<file path="src/rtl/alif_isi_pkg.sv">
// Shared defaults, saturation constants and ISI state encoding for the ALIF ISI monitor.
package alif_isi_pkg;

  localparam int DEF_ISI_W      = 8;
  localparam int DEF_FIFO_DEPTH = 4;
  localparam int DEF_WIN_CYC    = 256;
  localparam int DEF_RATE_W     = 8;

  typedef logic [DEF_ISI_W-1:0] isi_t;

  localparam isi_t                  ISI_MAX  = {DEF_ISI_W{1'b1}};
  localparam logic [DEF_RATE_W-1:0] RATE_MAX = {DEF_RATE_W{1'b1}};

  typedef enum logic [0:0] {
    ST_IDLE  = 1'b0,
    ST_ARMED = 1'b1
  } isi_state_e;

endpackage

</file>
<file path="src/rtl/alif_isi_fifo.sv">
// Synchronous ISI FIFO: registered level, no write-to-read bypass, drop flag when a push hits a full FIFO.
module alif_isi_fifo
  import alif_isi_pkg::*;
#(
  parameter int W     = DEF_ISI_W,
  parameter int DEPTH = DEF_FIFO_DEPTH
) (
  input  logic                   clk_i,
  input  logic                   rst_ni,
  input  logic                   push_i,
  input  logic [W-1:0]           data_i,
  input  logic                   ready_i,
  output logic                   valid_o,
  output logic [W-1:0]           data_o,
  output logic [$clog2(DEPTH):0] level_o,
  output logic                   drop_o
);

  localparam int AW = $clog2(DEPTH);
  localparam int LW = AW + 1;
  localparam logic [LW-1:0] FULL_LVL = LW'(DEPTH);

  logic [W-1:0]  mem_q [DEPTH];
  logic [AW-1:0] wr_q, wr_d, rd_q, rd_d;
  logic [LW-1:0] level_q, level_d;
  logic          full_s, pop_s, wr_en_s;

  assign full_s  = (level_q == FULL_LVL);
  assign pop_s   = ready_i && (level_q != '0);
  // A full FIFO still accepts a push when the head leaves on the same edge.
  assign wr_en_s = push_i && (!full_s || pop_s);
  assign drop_o  = push_i && full_s && !pop_s;

  assign valid_o = (level_q != '0);
  assign data_o  = valid_o ? mem_q[rd_q] : '0;
  assign level_o = level_q;

  always_comb begin
    wr_d    = wr_q;
    rd_d    = rd_q;
    level_d = level_q;
    if (wr_en_s) begin
      wr_d = wr_q + AW'(1);
    end else begin
      wr_d = wr_q;
    end
    if (pop_s) begin
      rd_d = rd_q + AW'(1);
    end else begin
      rd_d = rd_q;
    end
    case ({wr_en_s, pop_s})
      2'b10:   level_d = level_q + LW'(1);
      2'b01:   level_d = level_q - LW'(1);
      default: level_d = level_q;
    endcase
  end

  always_ff @(posedge clk_i) begin
    if (!rst_ni) begin
      wr_q    <= '0;
      rd_q    <= '0;
      level_q <= '0;
    end else begin
      wr_q    <= wr_d;
      rd_q    <= rd_d;
      level_q <= level_d;
    end
  end

  always_ff @(posedge clk_i) begin
    if (rst_ni && wr_en_s) begin
      mem_q[wr_q] <= data_i;
    end
  end

endmodule

</file>
<file path="src/rtl/alif_isi_monitor.sv">
// ALIF spike statistics: inter-spike intervals into a FIFO plus windowed spike rate.
// Optional burst flag enabled by defining ALIF_ISI_BURST_EN.
module alif_isi_monitor
  import alif_isi_pkg::*;
#(
  parameter int ISI_W      = DEF_ISI_W,
  parameter int FIFO_DEPTH = DEF_FIFO_DEPTH,
  parameter int WIN_CYC    = DEF_WIN_CYC,
  parameter int RATE_W     = DEF_RATE_W
) (
  input  logic                        clk,
  input  logic                        rst_n,
  input  logic                        ena,
  input  logic                        spike_in,
  input  logic [ISI_W-1:0]            burst_thr,
  output logic                        isi_valid,
  input  logic                        isi_ready,
  output logic [ISI_W-1:0]            isi_data,
  output logic [$clog2(FIFO_DEPTH):0] fifo_level,
  output logic                        overflow,
  output logic [RATE_W-1:0]           rate_data,
  output logic                        rate_strobe,
  output logic                        burst_out
);

  localparam int WIN_W = $clog2(WIN_CYC);
  localparam logic [ISI_W-1:0]  ISI_SAT  = {ISI_W{1'b1}};
  localparam logic [RATE_W-1:0] RATE_SAT = {RATE_W{1'b1}};
  localparam logic [WIN_W-1:0]  WIN_LAST = WIN_W'(WIN_CYC - 1);

  isi_state_e        state_q, state_d;
  logic [ISI_W-1:0]  gap_q, gap_d, gap_inc_s;
  logic              push_q, push_d;
  logic [ISI_W-1:0]  push_data_q, push_data_d;
  logic              overflow_q, fifo_drop_s;
  logic [WIN_W-1:0]  win_q, win_d;
  logic [RATE_W-1:0] count_q, count_d, count_inc_s;
  logic [RATE_W-1:0] rate_data_q, rate_data_d;
  logic              rate_strobe_q, rate_strobe_d;
  logic              burst_q, burst_d;

  // gap+1 doubles as the ISI value pushed on a spike, so one saturating adder serves both.
  assign gap_inc_s   = (gap_q == ISI_SAT) ? ISI_SAT : gap_q + ISI_W'(1);
  assign count_inc_s = (spike_in && (count_q != RATE_SAT)) ? count_q + RATE_W'(1) : count_q;

  always_comb begin
    state_d       = state_q;
    gap_d         = gap_q;
    push_d        = 1'b0;
    push_data_d   = push_data_q;
    win_d         = win_q;
    count_d       = count_q;
    rate_data_d   = rate_data_q;
    rate_strobe_d = 1'b0;
    if (ena) begin
      case (state_q)
        ST_IDLE: begin
          if (spike_in) begin
            state_d = ST_ARMED;
            gap_d   = '0;
          end else begin
            state_d = ST_IDLE;
          end
        end
        ST_ARMED: begin
          if (spike_in) begin
            push_d      = 1'b1;
            push_data_d = gap_inc_s;
            gap_d       = '0;
          end else begin
            gap_d = gap_inc_s;
          end
        end
        default: state_d = ST_IDLE;
      endcase
      if (win_q == WIN_LAST) begin
        rate_data_d   = count_inc_s;
        rate_strobe_d = 1'b1;
        count_d       = '0;
        win_d         = '0;
      end else begin
        count_d = count_inc_s;
        win_d   = win_q + WIN_W'(1);
      end
    end else begin
      state_d = state_q;
    end
  end

`ifdef ALIF_ISI_BURST_EN
  assign burst_d = push_q && (push_data_q <= burst_thr);
`else
  logic unused_burst_thr;
  assign unused_burst_thr = ^burst_thr;
  assign burst_d = 1'b0;
`endif

  alif_isi_fifo #(
    .W     (ISI_W),
    .DEPTH (FIFO_DEPTH)
  ) u_fifo (
    .clk_i   (clk),
    .rst_ni  (rst_n),
    .push_i  (push_q),
    .data_i  (push_data_q),
    .ready_i (isi_ready),
    .valid_o (isi_valid),
    .data_o  (isi_data),
    .level_o (fifo_level),
    .drop_o  (fifo_drop_s)
  );

  always_ff @(posedge clk) begin
    if (!rst_n) begin
      state_q       <= ST_IDLE;
      gap_q         <= '0;
      push_q        <= 1'b0;
      push_data_q   <= '0;
      overflow_q    <= 1'b0;
      win_q         <= '0;
      count_q       <= '0;
      rate_data_q   <= '0;
      rate_strobe_q <= 1'b0;
      burst_q       <= 1'b0;
    end else begin
      state_q       <= state_d;
      gap_q         <= gap_d;
      push_q        <= push_d;
      push_data_q   <= push_data_d;
      overflow_q    <= overflow_q | fifo_drop_s;
      win_q         <= win_d;
      count_q       <= count_d;
      rate_data_q   <= rate_data_d;
      rate_strobe_q <= rate_strobe_d;
      burst_q       <= burst_d;
    end
  end

  assign overflow    = overflow_q;
  assign rate_data   = rate_data_q;
  assign rate_strobe = rate_strobe_q;
  assign burst_out   = burst_q;

endmodule

</file>
<file path="config.mk">
export PLATFORM = sky130hd
export DESIGN_NAME = alif_isi_monitor
export DESIGN_NICKNAME = d
export VERILOG_FILES = /design/src/rtl/alif_isi_pkg.sv /design/src/rtl/alif_isi_fifo.sv /design/src/rtl/alif_isi_monitor.sv
export SDC_FILE = /design/constraint.sdc
export NUM_CORES = 1
export LEC_CHECK = 0
export CAP_MARGIN = 20
export CORE_UTILIZATION = 35
export CTS_CLUSTER_DIAMETER = 50
export DETAILED_ROUTE_END_ITERATION = 8
export GPL_TIMING_DRIVEN = 0
export PLACE_DENSITY = 0.6
export SLEW_MARGIN = 15
export SYNTH_ARGS = -nofsm -noshare
export SYNTH_HDL_FRONTEND = slang
export SYNTH_SLANG_ARGS = --single-unit
export TNS_END_PERCENT = 10
</file>
<file path="constraint.sdc">
create_clock -name clk -period 2.8 [get_ports clk]
set_input_delay 0.56 -clock clk [delete_from_list [all_inputs] [get_ports clk]]
set_output_delay 0.56 -clock clk [all_outputs]
set_load 0.05 [all_outputs]
</file>
==> results of run 1 <==
## cells by family after synthesis
logic type	count (synthesis)	synth area share, %
other	1	0.101
buffers and inverters	29	3.40
DFF	85	54.4
xor gates and xnor gates	15	3.54
muxes	12	5.93
and+or+nand+nor	119	16.3
adders and majority gates	9	3.23
AOI/OAI and AO/OA	74	13.1
## metrics by stage
step | setup WS (ns) | hold WS [ns] | std cells | area, sq um | power [mW]
finish | 0.120 | 0.460 | 522 | 4340 | 2.31
global route | -0.0573 | 0.497 | 522 | 4340 | 2.40
CTS | 0.0746 | 0.464 | 522 | 4330 | 2.34
detailed placement | -0.259 | 0.447 | 506 | 4150 | 1.48
global placement | -0.229 | 0.443 | 506 | 4150 | 1.48
floorplan | 0.275 | 0.449 | 344 | 3710 | 1.43
## worst register-to-register path, delay by kind of cell, from the launching register on
| kind | cells | cell delay [ns] |
|---|---|---|
| buffers and inverters | 3 | 0.33 |
| adders and majority gates | 2 | 0.55 |
| AOI/OAI and AO/OA | 1 | 0.14 |
| xor gates and xnor gates | 1 | 0.16 |
| DFF | 1 | 0.37 |
| and+or+nand+nor | 3 | 0.87 |
## sequential cells by signal, indices dropped and copies added (netlist names), named ones only
| name | flops |
|---|---|
| gap_q | 8 |
| state_q | 1 |
| u_fifo.wr_q | 2 |
| push_q | 1 |
| win_q | 8 |
| push_data_q | 8 |
| u_fifo.level_o | 3 |
| rate_strobe | 1 |
| overflow | 1 |
| u_fifo.mem_q | 32 |
| count_q | 8 |
| u_fifo.rd_q | 2 |
| rate_data | 8 |
## power by group
group / switching [mW] / internal (mW) / leakage [nW]
sequential: 0.0123 / 1.29 / 0.693
clock: 0.508 / 0.352 / 0.101
combinational: 0.0968 / 0.0499 / 0.681
total: 0.617 / 1.69 / 1.48
## layer usage
| layer | share of wire (%) | vias up | global-route usage, % |
|---|---|---|---|
| li1 | - | 1334 | - |
| met2 | 47 | 65 | 22.8 |
| met5 | 0 | - | 0 |
| met4 | 1.4 | 0 | 4.73 |
| met3 | 4.2 | 12 | 4.49 |
| met1 | 48 | 1238 | 18.6 |
## how the worst max path moves through the flow
| stage | slack, ns | depth (start not counted) | end | startpoint |
|---|---|---|---|---|
| global route | -0.06 | 11 | u_fifo.level_o[2] | isi_ready |
| floorplan | 0.27 | 3 | isi_data[0] | u_fifo.level_o[0] |
| global placement | -0.23 | 11 | u_fifo.level_o[2] | isi_ready |
| finish | 0.12 | 11 | u_fifo.level_o[2] | isi_ready |
| CTS | 0.07 | 3 | isi_valid | u_fifo.level_o[0] |
| detailed placement | -0.26 | 11 | u_fifo.level_o[2] | isi_ready |
## layout by cell type (no fill, tap or decap), types with 7 or more instances in the layout
master,Yosys,layout
a211oi_1,7,7
a21oi_1,23,23
and2_1,10,10
clkbuf_1,9,9
clkbuf_8,0,9
clkdlybuf4s50_1,0,17
dfxtp_1,53,53
dlygate4sd2_1,0,8
edfxtp_1,32,32
ha_1,8,8
inv_1,10,10
mux4_2,8,8
nand2_1,26,26
nand3_1,9,9
nor2_1,33,33
nor3_1,7,7
o21ai_0,15,15
or3_1,7,7
xnor2_1,7,7
xor2_1,8,8
## layout make-up
cell class,count,area share [%]
clock buffer,9,2.86
buffer,18,1.96
timing repair buffer,26,5.83
inverter,11,0.952
multi-input combinational,230,36.1
sequential,85,46.6
tap,136,3.92
clock inverter,7,1.70
## repair_timing
item                                    CTS  global route
endpoints found under the setup margin    8             2
pin swaps                                 0             0
buffers inserted                          0             0
cloned                                    0             0
resized for setup                         8             1
==> out/results.txt, run 1 <==
DP Wirelength -> 5070 um
RSZ-0062 raised after global routing -> yes
IO buf count -> 26
Top area cells in the synthesized netlist -> dfxtp_1, edfxtp_1, mux4_2
#FFs+latches synth -> 85
Clk_skew -> 0.00821 ns
Hold-critical path depth -> 2
CP endpoint kind -> flip-flop
Final core area utilization -> 42.0%
CTS tree -> done
WP buf/inv -> 4
Critical path startpoint category -> primary input
Crit-path slowest cell -> clkdlybuf4s50_1
Routed Antenna Nets -> 0
Core Footprint -> 10300 sq um
Max Cap Violations -> 0
Lkg Pwr -> 1.48 nW
Crit path DAT -> 2.98 ns
Worst min path class -> reg -> reg
Cell mode on critical path -> inv_1
Clock Root Buffer -> clkbuf_8
Flop-to-flop setup slack -> 0.35 ns
CTS sink count -> 85
Syn-to-layout area delta -> 16.7%
Post-synthesis sequential area ratio -> 54.4%
Final min period -> 2.68 ns
RD Place Congestion -> 0.846
Clk buf depth -> 2
First-pass GRT wire length -> 12400 um
Hold EP -> rate_data[6]
Fraction of layout cells with a size suffix above 1 -> 10.4%
Sequential cell area -> 2020 sq um
Clock Latency Late Sink -> 0.36 ns
Chip Width -> 105 um
Post-synthesis cell type count -> 54
Hold Fails Final Rpt -> 0
Top-count cell post-synth -> dfxtp_1
Height of the die -> 105 um
Total CTS buffers -> 9
Vias in the first global route -> 2506
Relative slew slack -> 62.5%
Initial core utilization -> 36.0%
Final-report max-slew violation count -> 0
Peak supply drop -> 0.000259 V
Least-Margin Pin Slew -> 0.558 ns
Initial DRC Count -> 149
Async S/R FF share, synth -> 0%
Mean post-synth cell area -> 10.8 sq um
Setup Crit Path Kind -> in -> reg
Setup TNS -> 0 ns
Clock transition at path regs -> 0.10 ns
WL final -> 7390 um
F_max -> 373 MHz
Cell Rows -> 37
Net Count, Synth -> 366
DR DRC count -> 0
Worst-case reg-to-reg path depth -> 10
Die ar. -> 11000 sq um
Leading area contributor after synthesis -> dfxtp_1
Total grt overflow -> 0
Family with the most delay on the worst path -> simple AND/OR/NAND/NOR gates
Cell Area, Synth -> 3710 sq um
# nets final -> 403
Initial antenna violation count -> 0
Status -> finished, final reports clean
Yosys top cell area share -> 28.6%
H-tree depth -> 3
Cells along the critical path -> clkdlybuf4s50_1 > nor4b_1 > nor2b_1 > clkbuf_1 > inv_1 > ha_1 > inv_1 > fa_1 > xor2_1 > or3_1 > a21oi_1
Antenna fix cells -> 0
Min-delay src -> rate_data[6]
DRT Pass-1 Iters -> 4
Largest net degree at the start of global routing -> 19
Mean routed wirelength per cell -> 14.1 um
Commonest cells in the netlist -> dfxtp_1, nor2_1, edfxtp_1, nand2_1, a21oi_1
DR vias -> 2649
Gate Count Post-Synth -> 344
Reg-to-Reg End -> u_fifo.level_o[2]
Overall Global Routing Usage -> 14.4%
Worst-path fanout max -> 7
IO Pins -> 36
PwrDens -> 532 nW/um^2
Top_reg_cell synth -> dfxtp_1
Avg Vias per Cell -> 5.07
Fill cells -> 1017
Cts hold-fix bufs -> 0
CP peak stage delay -> 0.44 ns
Worst reg2reg startpoint -> u_fifo.level_o[0]
Area of the multi-input gates -> 1570 sq um
CP Data Required Time -> 3.10 ns
Final period util -> 95.7%
Number of synthesized flops with an enable pin -> 32
Setup Viol. Count Final -> 0
Synth warn -> 0
No activity file was read; power rests on OpenSTA's default activity.
==> run 2: changes to the inputs <==
Settings changed: SLEW_MARGIN 15 to 0.
==> results of run 2 <==
Same layout as run 1: the final DEF is identical, and so are final timing and power.
==> run 3: changes to the inputs <==
Settings changed: CORE_UTILIZATION 35 to 55, PLACE_DENSITY 0.6 to 0.84.
==> run 3 against run 2 <==
Compared with the run above: largest power group unchanged; non-clock buffer count did not move; critical path type is now reg -> out; final cell count is 11% lower; maximum frequency is 0.14% higher; critical endpoint is now isi_valid; setup slack improved by 0.0037 ns; clock skew shrank 0.0019 ns; flip-flop and latch count did not move; routed wire length decreased by 2.8%; largest cell class unchanged; global-route usage grew 7.6 points; sequential share of layout area increased by 0.67 points; highest routed layer unchanged; register-to-register slack improved by 0.05 ns.
==> out/results.txt, run 3 (same netlist as run 1, synthesis figures left out) <==
Status -> finished, final reports clean (unchanged)
PwrDens -> 550 nW/um^2 (was 532 nW/um^2)
Peak supply drop -> 0.000336 V (was 0.000259 V)
F_max -> 374 MHz (was 373 MHz)
Initial core utilization -> 57.8% (was 36.0%)
Final core area utilization -> 66.5% (was 42.0%)
IO Pins -> 36 (unchanged)
Vias in the first global route -> 2608 (was 2506)
First-pass GRT wire length -> 12100 um (was 12400 um)
Relative slew slack -> 64.2% (was 62.5%)
Least-Margin Pin Slew -> 0.534 ns (was 0.558 ns)
WL final -> 7180 um (was 7390 um)
Clock Root Buffer -> clkbuf_8 (unchanged)
Area of placed instances -> 4070 sq um (was 4150 sq um)
CP endpoint kind -> output pin (was flip-flop)
# nets final -> 403 (unchanged)
Commonest non-fill, non-tap cell in the layout -> dfxtp_1 (unchanged)
Largest net degree at the start of global routing -> 17 (was 19)
Lkg Pwr -> 1.46 nW (was 1.48 nW)
Clk buf depth -> 2 (unchanged)
Initial antenna violation count -> 0 (unchanged)
Total grt overflow -> 0 (unchanged)
Core Footprint -> 6420 sq um (was 10300 sq um)
Setup Viol. Count Final -> 0 (unchanged)
CTS sink count -> 85 (unchanged)
DP Wirelength -> 4980 um (was 5070 um)
Commonest cells after routing, fill and taps aside -> dfxtp_1, nor2_1, edfxtp_1 (unchanged)
Area of the multi-input gates -> 1570 sq um (about the same)
Setup bufs post-CTS -> 0 (unchanged)
Hold Fails Final Rpt -> 0 (unchanged)
Cell Rows -> 29 (was 37)
Fin worst setup slack -> 0.124 ns (was 0.120 ns)
Die ar. -> 7090 sq um (was 11000 sq um)
Largest Register -> u_fifo.mem_q (unchanged)
Critical path startpoint category -> flip-flop (was primary input)
Fraction of layout cells with a size suffix above 1 -> 10.6% (was 10.4%)
H-tree depth -> 3 (unchanged)
Worst-path fanout max -> 10 (was 7)
Clk_skew -> 0.00636 ns (was 0.00821 ns)
DR DRC count -> 0 (unchanged)
Setup Crit Path Kind -> reg -> out (was in -> reg)
Overall power -> 2.35 mW (was 2.31 mW)
RD Place Congestion -> 0.857 (was 0.846)
Final period util -> 95.6% (was 95.7%)
Chip Width -> 84.2 um (was 105 um)
Avg Vias per Cell -> 5.80 (was 5.07)
Clock transition at path regs -> 0.09 ns (was 0.10 ns)
Final-report max-slew violation count -> 0 (unchanged)
CTS tree -> done (unchanged)
Sequential cell area -> 2020 sq um (unchanged)
Worst min path class -> reg -> reg (unchanged)
Routed Antenna Nets -> 0 (unchanged)
Syn-to-layout area delta -> 15.1% (was 16.7%)
Hold_ws -> 0.453 ns (was 0.460 ns)
Clock Latency Late Sink -> 0.36 ns (about the same)
Max Cap Violations -> 0 (unchanged)
Height of the die -> 84.2 um (was 105 um)
IO buf count -> 26 (unchanged)
DR vias -> 2685 (was 2649)
CP Data Required Time -> 2.24 ns (was 3.10 ns)
Overall Global Routing Usage -> 22.0% (was 14.4%)
Design area -> 4270 sq um (was 4340 sq um)
Initial DRC Count -> 150 (was 149)
Final min period -> 2.68 ns (about the same)
Mean routed wirelength per cell -> 15.5 um (was 14.1 um)
Crit path DAT -> 2.12 ns (was 2.98 ns)
Antenna fix cells -> 0 (unchanged)
Largest register FFs -> 32 (unchanged)
RSZ-0062 raised after global routing -> no (was yes)
DRT Pass-1 Iters -> 4 (unchanged)
Total CTS buffers -> 9 (unchanged)
Fill cells -> 489 (was 1017)
Worst slack, placed -> -0.264 ns (was -0.259 ns)
[run 3: worst paths after layout]
kind	startpoint	to	slack, ns	cells past startpoint
max reg2reg	u_fifo.level_o[0]	u_fifo.level_o[2]	0.40	10
max	u_fifo.level_o[0]	isi_valid	0.12	3
min	rate_data[3]	rate_data[3]	0.45	2
min reg2reg	rate_data[3]	rate_data[3]	0.45	2
[run 3: repair_timing]
action / in CTS / in global routing
hold buffers: 0 / 0
resized for setup: 8 / 1
endpoints found under the hold margin: 0 / 0
endpoints found under the setup margin: 8 / 1
cloned: 0 / 0
[run 3: power by group]
| part | switching [mW] | leakage (nW) | internal (mW) | total (mW) |
|---|---|---|---|---|
| combinational | 0.0981 | 0.664 | 0.0501 | 0.148 |
| sequential | 0.0127 | 0.693 | 1.29 | 1.30 |
| clock | 0.477 | 0.0984 | 0.426 | 0.903 |
| total | 0.588 | 1.46 | 1.76 | 2.35 |
[run 3: metrics by stage]
stage	TNS, ns	std cells
6_report	0	463
2_1_floorplan	0	344
3_3_place_gp	-0.160	447
5_1_grt	0	463
4_1_cts	0	463
3_5_place_dp	-0.313	447
[run 3: final cells by class]
class,count,share of cell area (%)
inverter,11,0.966
multi-input combinational,230,36.8
timing repair buffer,26,5.85
sequential,85,47.3
clock inverter,7,1.93
buffer,18,1.99
tap,77,2.25
clock buffer,9,2.90
[run 3: critical path, cell delays in order (launching register included)]
cell and delay (ns):
dfxtp_1 0.44, or3_1 0.15, clkbuf_1 0.29, clkdlybuf4s50_1 0.87
[run 3: routing by layer]
metal | vias up | wire length (um) | global-route usage [%]
met5 | - | 0 | 0
met1 | 1286 | 3170 | 26.8
met2 | 62 | 3560 | 37.4
met3 | 14 | 322 | 5.31
met4 | 0 | 129 | 9.56
li1 | 1323 | - | -
